$ cat src/rtl/if_fetch_stage.sv
// ---------------------------------------------------------------------------
// if_fetch_stage
//   Instruction-fetch stage plus the IF/ID pipeline register of the 5-stage
//   RISC-V pipeline. This stage owns the PC, selects the next PC and holds
//   the PC and IF/ID register during a load-use stall. A branch resolved in
//   MEM redirects the PC and turns the IF/ID entry into a bubble. The stage
//   also keeps fetch and stall counters. Instruction memory is external and
//   is read combinationally.
//
// Parameters
//   RESET_PC   PC loaded on reset
//   NOP_INSTR  bubble word written into IF/ID on flush (addi x0,x0,0)
//   CNT_W      width of fetch_count / stall_count
//
// Ports
//   clk, reset        rising-edge clock, synchronous active-high reset
//   stall             hold PC and IF/ID (load-use hazard)
//   Branch_2          EX/MEM taken branch; branch_target is the redirect address
//   imem_addr         byte address to instruction memory (= PC_Out)
//   imem_rdata        instruction at imem_addr, same cycle
//   PC_Out / PC_In    current PC / next PC selected this cycle
//   Instruction       raw fetched word (= imem_rdata)
//   IFID_*            registered instruction, PC and valid flag for decode
//   flush_idex        squash ID/EX this cycle (= Branch_2)
//   misalign_err      sticky flag, set when a redirect target is misaligned
//   fetch_count       count of valid loads into IF/ID
//   stall_count       count of stalled (non-flush) cycles
// ---------------------------------------------------------------------------
module if_fetch_stage #(
    parameter logic [63:0] RESET_PC  = 64'h0,
    parameter logic [31:0] NOP_INSTR = 32'h0000_0013,
    parameter int unsigned CNT_W     = 32
) (
    input  logic             clk,
    input  logic             reset,
    input  logic             stall,
    input  logic             Branch_2,
    input  logic [63:0]      branch_target,
    output logic [63:0]      imem_addr,
    input  logic [31:0]      imem_rdata,
    output logic [63:0]      PC_Out,
    output logic [63:0]      PC_In,
    output logic [31:0]      Instruction,
    output logic [31:0]      IFID_Instruction,
    output logic [63:0]      IFID_PC_Out,
    output logic             IFID_valid,
    output logic             flush_idex,
    output logic             misalign_err,
    output logic [CNT_W-1:0] fetch_count,
    output logic [CNT_W-1:0] stall_count
);

    logic [63:0]      pc_q, pc_d;
    logic [31:0]      ifid_instr_q, ifid_instr_d;
    logic [63:0]      ifid_pc_q, ifid_pc_d;
    logic             ifid_valid_q, ifid_valid_d;
    logic             misalign_q, misalign_d;
    logic [CNT_W-1:0] fetch_cnt_q, fetch_cnt_d;
    logic [CNT_W-1:0] stall_cnt_q, stall_cnt_d;

    // A redirect has priority over a stall. The next PC depends only on
    // the PC, stall and branch inputs. It never depends on imem_rdata.
    always_comb begin
        pc_d         = pc_q + 64'd4;
        ifid_instr_d = imem_rdata;
        ifid_pc_d    = pc_q;
        ifid_valid_d = 1'b1;
        misalign_d   = misalign_q;
        fetch_cnt_d  = fetch_cnt_q + CNT_W'(1);
        stall_cnt_d  = stall_cnt_q;

        if (Branch_2) begin
            pc_d         = {branch_target[63:2], 2'b00};
            ifid_instr_d = NOP_INSTR;
            ifid_pc_d    = '0;
            ifid_valid_d = 1'b0;
            fetch_cnt_d  = fetch_cnt_q;
            if (branch_target[1:0] != 2'b00) begin
                misalign_d = 1'b1;
            end
        end else if (stall) begin
            pc_d         = pc_q;
            ifid_instr_d = ifid_instr_q;
            ifid_pc_d    = ifid_pc_q;
            ifid_valid_d = ifid_valid_q;
            fetch_cnt_d  = fetch_cnt_q;
            stall_cnt_d  = stall_cnt_q + CNT_W'(1);
        end
    end

    always_ff @(posedge clk) begin
        if (reset) begin
            pc_q         <= RESET_PC;
            ifid_instr_q <= NOP_INSTR;
            ifid_pc_q    <= '0;
            ifid_valid_q <= 1'b0;
            misalign_q   <= 1'b0;
            fetch_cnt_q  <= '0;
            stall_cnt_q  <= '0;
        end else begin
            pc_q         <= pc_d;
            ifid_instr_q <= ifid_instr_d;
            ifid_pc_q    <= ifid_pc_d;
            ifid_valid_q <= ifid_valid_d;
            misalign_q   <= misalign_d;
            fetch_cnt_q  <= fetch_cnt_d;
            stall_cnt_q  <= stall_cnt_d;
        end
    end

    assign PC_Out           = pc_q;
    assign imem_addr        = pc_q;
    assign PC_In            = pc_d;
    assign Instruction      = imem_rdata;
    assign IFID_Instruction = ifid_instr_q;
    assign IFID_PC_Out      = ifid_pc_q;
    assign IFID_valid       = ifid_valid_q;
    assign flush_idex       = Branch_2;
    assign misalign_err     = misalign_q;
    assign fetch_count      = fetch_cnt_q;
    assign stall_count      = stall_cnt_q;

endmodule

$ cat config.mk
export PLATFORM = sky130hd
export DESIGN_NAME = if_fetch_stage
export DESIGN_NICKNAME = d
export VERILOG_FILES = /design/src/rtl/if_fetch_stage.sv
export SDC_FILE = /design/constraint.sdc
export NUM_CORES = 1
export LEC_CHECK = 0
export ABC_AREA = 1
export BUFFER_PORTS_ARGS = -buffer_cell sky130_fd_sc_hd__buf_2
export CELL_PAD_IN_SITES_DETAIL_PLACEMENT = 0
export CELL_PAD_IN_SITES_GLOBAL_PLACEMENT = 1
export CORE_MARGIN = 4
export CORE_UTILIZATION = 33
export CTS_CLUSTER_DIAMETER = 200
export DETAILED_ROUTE_END_ITERATION = 12
export GPL_ROUTABILITY_DRIVEN = 0
export HOLD_SLACK_MARGIN = 0.12
export PLACE_DENSITY = 0.86
export SLEW_MARGIN = 20
export SYNTH_ARGS = -nofsm -noshare
export SYNTH_HDL_FRONTEND = slang
export SYNTH_SLANG_ARGS = --single-unit
$ cat constraint.sdc
create_clock -name clk -period 1.9 [get_ports clk]
set_input_delay 0.19 -clock clk [delete_from_list [all_inputs] [get_ports clk]]
set_output_delay 0.19 -clock clk [all_outputs]
set_load 0.03 [all_outputs]
Word level (Yosys, flattened, before mapping)
Index checks and enable logic that the tools add are counted.
{ "classes": {"add_sub_neg": 3, "muxes": 2, "bitwise_logic": 2, "reduce_logical": 5} }
{ "op_table": {"columns": ["cell", "n"], "rows": [
  ["two-way mux 64 bit", 2],
  ["adder 32 x 1 -> 32 bit (second input constant)", 2],
  ["adder 64 x 3 -> 64 bit (second input constant)", 1],
  ["AND reduction 2 bit", 3],
  ["inverter 1 bit", 2],
  ["nonzero test 2 bit", 1],
  ["OR reduction 2 bit", 1]
]} }
{ "word_totals": {"reg_bits": 226, "inputBits": 100, "out_inout_bits": 387} }

Depth between registers and ports, before layout
Gate-level depths: netlist (run 1).
{ "depth": {"word_depth": 3, "depth_mapped": 13, "depth_no_buf": 12} }

Worst setup path before layout (run 1)
OpenSTA, ideal clock, no wires.
{ "synth_path": {"path_type": "register -> register", "from": "reg pc_q[4], in the netlist PC_Out[4]", "to": "reg pc_q[9], in the netlist PC_Out[9]", "arrival_ps": 2079, "path_slack_ps": -242, "stages_incl_launch_ff": 7, "synth_period_minus_slack_ps": 2142, "path_cell_list": "dfxtp_1 > nand2_2 > nor2_2 > nand3_1 > xor2_1 > o21ai_0 > and2_1"} }
{ "synth_via": {"elab_chain_cells": 3} }
{ "synth_lines": {"columns": ["element", "line", "source"], "rows": [
  ["start: declaration", "53", "logic [63:0] pc_q, pc_d;"],
  ["start signal: assignment", "101", "pc_q <= pc_d;"],
  ["adder 64 x 3 -> 64 bit", "64", "pc_d = pc_q + 64'd4;"],
  ["two-way mux 64 bit", "81", "end else if (stall) begin"],
  ["two-way mux 64 bit", "72", "if (Branch_2) begin"],
  ["net PC_In[9]", "42", "output logic [63:0] PC_In,"]
]} }
The timed path passes the listed nets, and every way through them passes these cells.
A chain may end at the register's enable or synchronous reset.

Worst setup path in the final report (run 1)
{ "layout_path": {"from": "reg pc_q[2], in the netlist PC_Out[2]", "to": "out PC_In[37]"} }
{ "layout_via": {"elab_chain_cells": 3} }
{ "layout_lines": {"columns": ["element", "line"], "rows": [
  ["adder 64 x 3 -> 64 bit", "64"],
  ["two-way mux 64 bit", "81"],
  ["two-way mux 64 bit", "72"],
  ["end: declaration", "42"]
]} }
No other way between the ends.

==> results of run 1 <==
==> how the worst max path moves through the flow <==
| stage | slack, ns | start | to |
|---|---|---|---|
| after global routing | -0.69 | PC_Out[3] | PC_In[62] |
| after floorplan | 0.002 | PC_Out[28] | PC_In[47] |
| final | -0.57 | PC_Out[2] | PC_In[37] |
| after CTS | -0.61 | PC_Out[3] | PC_In[36] |
| after global placement | -0.27 | PC_Out[2] | PC_In[62] |
| after detailed placement | -0.34 | PC_Out[2] | PC_In[62] |
==> Yosys cell counts, drive strengths merged, types with 3 or more instances <==
master	n	area [µm²]
o21bai	8	60.1
or2	9	56.3
inv	148	563
nand4	49	313
nor4	3	18.8
and2	8	50.1
o21a	6	45.0
nor3b	3	22.5
xor2	19	166
dfxtp	226	4520
nor2	197	913
nand2	526	2000
xnor2	8	70.1
o21ai	74	382
clkbuf	40	150
ha	3	37.5
nor3	42	248
a21oi	189	950
buf	120	843
nand3	112	588
nand3b	5	37.5
==> cells in the final DEF (no fill, tap or decap), types with 26 or more instances in the layout <==
master / count
buf_4: 264
a21oi_1: 182
nand2_1: 444
nand2_2: 62
o21ai_0: 59
buf_2: 423
clkbuf_16: 28
dfxtp_2: 28
dfxtp_1: 178
nor2_1: 114
nand3_1: 68
nor2_4: 53
nand4_1: 48
nor2_2: 29
buf_6: 71
dlygate4sd3_1: 96
inv_1: 131
nand3_2: 34
nor3_1: 26
==> area by class of cell <==
| type | count | share of cell area (%) |
|---|---|---|
| well taps | 461 | 2.92 |
| multi-input cells | 1269 | 35.7 |
| repair buffers | 862 | 30.4 |
| inverters | 149 | 2.92 |
| diodes | 3 | 0.0380 |
| flip-flops and latches | 226 | 23.4 |
| clock inverters | 9 | 0.626 |
| clock buffers | 36 | 3.95 |
==> layer usage <==
| metal | vias to the layer above | track usage (%) |
|---|---|---|
| li1 | 7235 | - |
| met1 | 7056 | 29.8 |
| met2 | 645 | 46.7 |
| met3 | 130 | 6.07 |
| met4 | 6 | 9.96 |
| met5 | - | 0 |
==> power by group through the flow <==
stage	registers, mW	clock network, mW	logic [mW]
after floorplan	5.41	0	1.12
after global placement	5.10	0	2.23
after detailed placement	5.11	0	2.24
after CTS	5.01	5.51	2.61
after global routing	5.03	5.66	2.82
final	5.02	5.37	2.66
==> critical path, stage by stage, from the launching register on <==
cell and delay [ns]:
dfxtp_4 0.36, buf_4 0.13, inv_2 0.05, nor2_4 0.13, nand2_2 0.10, nor2_4 0.11
buf_12 0.14, nand3_4 0.11, nor2_4 0.17, nand2_1 0.06, nand2_1 0.08, nand2_2 0.08
nand2_4 0.09, buf_6 0.13
==> sequential cells by signal, summed over array words and instances (netlist names) <==
signal            flops
PC_Out               64
IFID_valid            1
stall_count          32
IFID_Instruction     32
fetch_count          32
misalign_err          1
IFID_PC_Out          64
==> logic make-up (layout without fill, tap and decap cells) <==
family,after synthesis,after routing,synth area share (%)
AND/OR/NAND/NOR,955,955,35.1
buffers and inverters,309,1056,12.9
AO/OA/AOI/OAI,284,284,12.3
flip-flops,226,226,37.4
XOR/XNOR,27,27,1.95
adder cells (fa/ha/maj),3,3,0.310
other,0,3,0
==> timing repair <==
action | in CTS | in global routing
resized for setup | 328 | 127
setup buffers | 38 | 22
endpoints found under the hold margin | 95 | 0
pin swaps | 65 | 86
hold buffers | 96 | 0
endpoints found under the setup margin | 68 | 80
==> impl_metrics.ini, run 1 <==
[setup_path]
ff2ff_setup_slack_ns = -0.51
criticalPathCategory = reg -> out
crit_path_max_fanout = 6
arrival_ns = 2.28
critPathCaptureType = primary output
r2r-start = PC_Out[2]
crit_required_ns = 1.71
rr_worst_depth = 16
cp-start-kind = flip-flop
crit-reg2reg-capture = PC_Out[39]

[synth]
synth_warnings = 0
synth_enable_flop_cells = 0
synth_nets = 1907
async_flop_share_pct = 0
synth.avg_cell_area_um2 = 6.71
syn_inst = 1804
ys_types = 47
syn_area_um2 = 12100
seq_area_frac_synth_pct = 37.4
synthFlopType = dfxtp_1
ys_seq_elements = 226

[detailed_routing]
drtPass1Iterations = 5
wire_per_inst_um = 18.3
drc = 0
ant_nets = 0
drt-total-wl_um = 55200
highest_layer = met5
viasPerCell = 5.00
wl_met1_um = 20700
route.met3.wl_um = 4680
route.vias.total = 15072
wl_met2_um = 27500
drtIter0Drc = 800

[timing]
worstMarginPinSlew_ns = 0.605
finClkSkew_ns = 0.0258
fmax_ghz = 0.405
worst_slack_ns = -0.571
period_minus_slack_ns = 2.47
rsz0062_at_grt = true
final.setup.tns_ns = -28.58
finalCritPeriodShare_pct = 130
hold-worst-slack_ns = 0.144
drv_slew = 0
max_slew_margin_pct = 59.6
hold_viol_final = 0
final-setup-viol-count = 63

[cells_and_area]
finish.instance_area_um2 = 19800
fin_nets = 2638
regArea_um2 = 4630
finish.utilization_pct = 55.2
fin_cells = 3015
n_fill_cell = 3365
multi_input_area_um2 = 7050
area_delta_synth_final_pct = 63.4
drive_gt1_share_pct = 44.2

[power]
combPwrFrac_pct = 20.4
switchingPower_mw = 3.93
internal_power_mw = 9.11
clockPowerShare_pct = 41.2
irDropWorstVdd_mv = 0.540
total_power_mw = 13.0
leakage_nw = 9.22
power_density_nw_per_um2 = 659
pwr-share-seq_pct = 38.5
switching_share_pct = 30.2

[job]
cap_violations = 0

[global_route]
grtUsageTotal_pct = 26.0
grt_pass1_vias = 15032
grt_first_pass_wirelength_um = 82700
antenna_found_initial = 6
grt_max_degree = 83
overflow = 0

[placed_design]
dp_cells = 2818
post_dp_cell_area_um2 = 16000
place_ws_ns = -0.344
io_buffers = 486
dp_hpwl_um = 41300

[min_path]
min_to = PC_Out[3]
hold_start = Branch_2
worstHoldPathCells = 5
hold_class = in -> reg

[cts]
cts.clk_slew.worst_paths_ns = 0.06
numCtsBuffers = 27
clock-sinks = 226
cts.path.max_buffers = 3
insertion_delay_ns = 0.55
htree_levels = 1
cts-root-buf = clkbuf_16
cts_tree = built

[floorplan]
io_pins = 487
die_h_um = 199
die_width_um = 199
die_area_um2 = 39800
core_um2 = 35800
start_util_pct = 33.8
rows = 69

[outcome]
violations = negative setup slack
status = finished with violations
Power figures use the tool's default switching activity.
==> run 2: changes to the inputs <==
--- a/config.mk
+++ b/config.mk
@@ -9,11 +9,13 @@
 export BUFFER_PORTS_ARGS = -buffer_cell sky130_fd_sc_hd__buf_2
 export CELL_PAD_IN_SITES_DETAIL_PLACEMENT = 0
 export CELL_PAD_IN_SITES_GLOBAL_PLACEMENT = 1
+export CORE_ASPECT_RATIO = 0.9
 export CORE_MARGIN = 4
 export CORE_UTILIZATION = 33
 export CTS_CLUSTER_DIAMETER = 200
 export DETAILED_ROUTE_END_ITERATION = 12
 export GPL_ROUTABILITY_DRIVEN = 0
+export GPL_TIMING_DRIVEN = 0
 export HOLD_SLACK_MARGIN = 0.12
 export PLACE_DENSITY = 0.86
 export SLEW_MARGIN = 20
==> run 2 against run 1 <==
Largest cell class unchanged. Sequential power is 0.8% higher. Via count rose by 0.76%. Critical path depth down 1. Clock power shrank 3%. Sequential share of layout area increased by 0.50 points. The run still ends with negative setup slack left. Global-route usage grew 1.7 points. First-iteration DRC count grew 47%. Cell count grew 0.36%. Setup slack lost 0.078 ns. Register-to-register slack improved by 0.42 ns. Clock-buffer cell count grew 5. Total power is 0.42% lower.
==> impl_metrics.ini, run 2 (synthesized netlist as in run 1, its figures left out) <==
[outcome]
status = finished with violations
violations = negative setup slack

[job]
cap_violations = 0

[detailed_routing]
viasPerCell = 5.02
drtIter0Drc = 1174
drc = 0
drtPass1Iterations = 7
ant_nets = 0
drt-total-wl_um = 58800
wire_per_inst_um = 19.4
route.vias.total = 15187

[timing]
fmax_ghz = 0.392
rsz0062_at_grt = true
drv_slew = 0
finClkSkew_ns = 0.0151
hold_viol_final = 0
period_minus_slack_ns = 2.55
worst_slack_ns = -0.649
worstMarginPinSlew_ns = 1.05
finalCritPeriodShare_pct = 134
max_slew_margin_pct = 30.2
final-setup-viol-count = 61

[setup_path]
crit_required_ns = 1.71
critPathCaptureType = primary output
cp-start-kind = flip-flop
arrival_ns = 2.36
r2r-start = PC_Out[2]
crit-reg2reg-capture = PC_Out[43]
endpoint = PC_In[60]
crit_path_start = PC_Out[3]
rr_worst_depth = 15
criticalPathCategory = reg -> out
crit_path_max_fanout = 5
ff2ff_setup_slack_ns = -0.09

[floorplan]
die_h_um = 190
rows = 66
start_util_pct = 33.5
core_um2 = 36200
die_area_um2 = 39800
io_pins = 487
die_width_um = 210

[global_route]
overflow = 0
met1_usage_pct = 34.1
grtUsageTotal_pct = 27.6
gr-usage-met3_pct = 6.00
grt_pass1_vias = 14660
grt_first_pass_wirelength_um = 86800
grt_use_met2_pct = 47.4
top_usage_layer = met2
antenna_found_initial = 3
grt_max_degree = 13

[power]
leakage_nw = 9.12
power_density_nw_per_um2 = 658
total_power_mw = 13.0
irDropWorstVdd_mv = 0.746

[cells_and_area]
fin_nets = 2632
drive_gt1_share_pct = 44.3
fin_cells = 3026
final_cell_mix = 438 x buf_2, 419 x nand2_1, 203 x buf_4
n_fill_cell = 3397
area_delta_synth_final_pct = 63.0
finish.utilization_pct = 54.5
final_common_cell = buf_2

[cts]
clock-sinks = 226
cts.path.max_buffers = 3
insertion_delay_ns = 0.56
numCtsBuffers = 26
cts_tree = built
cts-root-buf = clkbuf_16
cts.clk_slew.worst_paths_ns = 0.06
htree_levels = 1

[placed_design]
dp_cells = 2764
io_buffers = 484
dp_hpwl_um = 42900

[min_path]
hold_class = in -> reg
-- run 2: changes by cell type in the layout (fill, tap and decap cells not counted), moves of 7 or more --
cell      delta
clkbuf_1    +38
dfxtp_2     -17
nand2_1     -25
buf_2       +15
nand2_2     +21
nand3_1      -7
buf_4       -61
dfxtp_4     +29
dfxtp_1     -12
-- run 2: through the flow --
| step | area [µm²] | setup WS [ns] | setup TNS [ns] | hold slack [ns] |
|---|---|---|---|---|
| global placement | 15200 | -0.547 | -29.35 | 0.427 |
| detailed placement | 15200 | -0.542 | -31.18 | 0.426 |
| CTS | 19000 | -0.655 | -35.43 | 0.123 |
| finish | 19700 | -0.649 | -29.86 | 0.173 |
| floorplan | 12100 | 0.00216 | 0 | 0.303 |
| global route | 19700 | -0.753 | -35.68 | 0.165 |
-- run 2: metal layers --
metal | part of all wire, % | wire [µm] | vias to the layer above
met4 | 4.1 | 2400 | 2
li1 | - | - | 7222
met1 | 39 | 23100 | 7118
met5 | 0.022 | 13 | -
met3 | 8.3 | 4870 | 159
met2 | 48 | 28400 | 686
-- run 2: final cells by class --
class                   count  area (µm²)  area share, %
clock inverters             5        75.1          0.381
well taps                 476         596           3.02
multi-input cells        1269        7240           36.7
repair buffers            697        4700           23.8
plain buffers             160        1010           5.11
flip-flops and latches    226        4720           23.9
inverters                 149         577           2.92
diodes                      3        7.51         0.0381
clock buffers              41         798           4.05
-- run 2: worst min-delay path by stage --
stage,start,slack [ns],to,depth (start not counted)
after floorplan,imem_rdata[0],0.30,IFID_Instruction[0],2
after global placement,imem_rdata[1],0.43,IFID_Instruction[1],3
after detailed placement,imem_rdata[1],0.43,IFID_Instruction[1],3
after CTS,Branch_2,0.12,stall_count[29],4
after global routing,Branch_2,0.16,stall_count[29],4
final,Branch_2,0.17,stall_count[29],4
-- run 2: power breakdown --
part / internal (mW) / total (mW) / switching (mW) / leakage, nW
Clock: 3.13 / 5.19 / 2.07 / 0.431
Combinational: 1.01 / 2.73 / 1.72 / 6.81
Sequential: 4.86 / 5.06 / 0.202 / 1.88
-- run 2: worst max-delay path: stages (launching register included) --
cell     delay [ns]
dfxtp_4        0.38
ha_4           0.15
inv_4          0.05
nor2_4         0.12
nand3_4        0.15
nor2_4         0.20
nand2_4        0.10
nor2_4         0.18
nand2_1        0.07
nand2_1        0.07
nand3_2        0.09
nand2_2        0.11
buf_6          0.14
-- run 2: what timing repair did --
item | in CTS | in global routing
gates cloned | 0 | 0
setup endpoints to repair | 95 | 117
buffers inserted | 87 | 40
pin swaps | 71 | 92
hold endpoints to repair | 99 | 0
resized for setup | 411 | 155
hold buffers | 96 | 0
==> run 3: changes to the inputs <==
--- a/config.mk
+++ b/config.mk
@@ -12,6 +12,7 @@
 export CORE_ASPECT_RATIO = 0.9
 export CORE_MARGIN = 4
 export CORE_UTILIZATION = 33
+export CTS_BUF_LIST = sky130_fd_sc_hd__clkbuf_16
 export CTS_CLUSTER_DIAMETER = 200
 export DETAILED_ROUTE_END_ITERATION = 12
 export GPL_ROUTABILITY_DRIVEN = 0
==> run 3 against run 2 <==
Critical path type unchanged. Clock skew hardly changed. Cell count grew 0.20%. The run still ends with negative setup slack left. Final area is 0.84% higher. Largest cell class unchanged. Via count up 1.0%.
==> impl_metrics.ini, run 3 (synthesized netlist as in run 1, its figures left out) <==
[cells_and_area]
regArea_um2 = 4720
final_common_cell = buf_2
multi_input_area_um2 = 7370
n_fill_cell = 3381
finish.instance_area_um2 = 19900
drive_gt1_share_pct = 45.0
final_cell_mix = 438 x buf_2, 412 x nand2_1, 194 x buf_4
finish.utilization_pct = 55.0
area_delta_synth_final_pct = 64.4
fin_nets = 2639

[floorplan]
core_um2 = 36200
io_pins = 487
die_h_um = 190
die_area_um2 = 39800
die_width_um = 210
start_util_pct = 33.5
rows = 66

[timing]
fmax_ghz = 0.385
final-setup-viol-count = 60
finalCritPeriodShare_pct = 137
hold-worst-slack_ns = 0.165
hold_viol_final = 0
period_minus_slack_ns = 2.60
final.setup.tns_ns = -29.74
rsz0062_at_grt = true
finClkSkew_ns = 0.0155
worstMarginPinSlew_ns = 0.999
drv_slew = 0
worst_slack_ns = -0.700
max_slew_margin_pct = 33.4

[setup_path]
critPathCaptureType = primary output
path_buf_inv = 1
crit_path_max_fanout = 5
criticalPathCategory = reg -> out
cp_slowest_cell = dfxtp_4
arrival_ns = 2.41
crit_top_cell = nor2_4
crit_family = simple AND/OR/NAND/NOR gates
crit_chain = nand2_4, nor2_4, nand2_1, nor2_4, nand4_1, o21bai_1, nand3_1, nand2_2, buf_6
critPathMaxStageDelay_ns = 0.40
crit_required_ns = 1.71
cp-start-kind = flip-flop

[cts]
cts-root-buf = clkbuf_16
htree_levels = 1
cts.clk_slew.worst_paths_ns = 0.06
cts_tree = built
numCtsBuffers = 26
insertion_delay_ns = 0.56
cts.path.max_buffers = 3
clock-sinks = 226

[min_path]
hold_class = in -> reg

[detailed_routing]
ant_nets = 0
viasPerCell = 5.06
wl_met1_um = 23100
wl_met2_um = 28800
wire_per_inst_um = 19.7
drt-total-wl_um = 59600
drc = 0
highest_layer = met5
drtPass1Iterations = 5
drtIter0Drc = 1346
route.met3.wl_um = 5150
route.vias.total = 15339

[power]
leakage_nw = 9.19
power_density_nw_per_um2 = 638
total_power_mw = 12.7
irDropWorstVdd_mv = 0.744

[placed_design]
post_dp_cell_area_um2 = 15200
dp_hpwl_um = 42900
io_buffers = 484

[job]
cap_violations = 0

[outcome]
status = finished with violations
violations = negative setup slack

[global_route]
grtUsageTotal_pct = 27.8
grt_max_degree = 13
grt_first_pass_wirelength_um = 87300
antenna_found_initial = 3
overflow = 0
grt_pass1_vias = 14715
-- run 3: timing repair --
action,CTS,global route
pin swaps,82,104
endpoints found under the setup margin,95,117
buffers inserted,93,49
endpoints found under the hold margin,99,1
hold buffers,96,1
gates cloned,0,0
gates resized for setup,465,155
-- run 3: routing by layer --
metal	GRT usage, %	vias up
li1	-	7234
met1	34.2	7180
met2	47.6	747
met3	6.23	176
met4	10.4	2
met5	0	-
-- run 3: worst paths after layout --
| check | depth (start not counted) | slack [ns] | from | end |
|---|---|---|---|---|
| max | 9 | -0.70 | PC_Out[11] | PC_In[54] |
| min | 4 | 0.17 | Branch_2 | stall_count[29] |
| max reg2reg | 11 | 0 | PC_Out[11] | PC_Out[33] |
| min reg2reg | 2 | 0.45 | misalign_err | misalign_err |
-- run 3: cell type report --
cell class	count	share of cell area (%)
Clock buffer	27	3.40
Buffer	160	5.05
Multi-Input combinational cell	1269	37.0
Sequential cell	226	23.8
Inverter	149	2.90
Tap cell	476	2.99
Antenna cell	2	0.0252
Clock inverter	19	0.642
Timing Repair Buffer	704	24.2
-- run 3: tightest hold or removal path: stages --
cell     delay [ns]
buf_4          0.24
nor2_8         0.11
nand2_1        0.07
a21oi_1        0.05
-- run 3: metrics by stage --
step / setup slack, ns / std cells
6_report: -0.700 / 3032
3_3_place_gp: -0.547 / 2764
3_5_place_dp: -0.542 / 2764
2_1_floorplan: 0.00216 / 1804
5_1_grt: -0.775 / 3032
4_1_cts: -0.637 / 2993
-- run 3: report_power, final --
| group | internal, mW | switching (mW) |
|---|---|---|
| Sequential | 4.86 | 0.203 |
| Clock | 2.80 | 2.08 |
| Combinational | 1.02 | 1.73 |
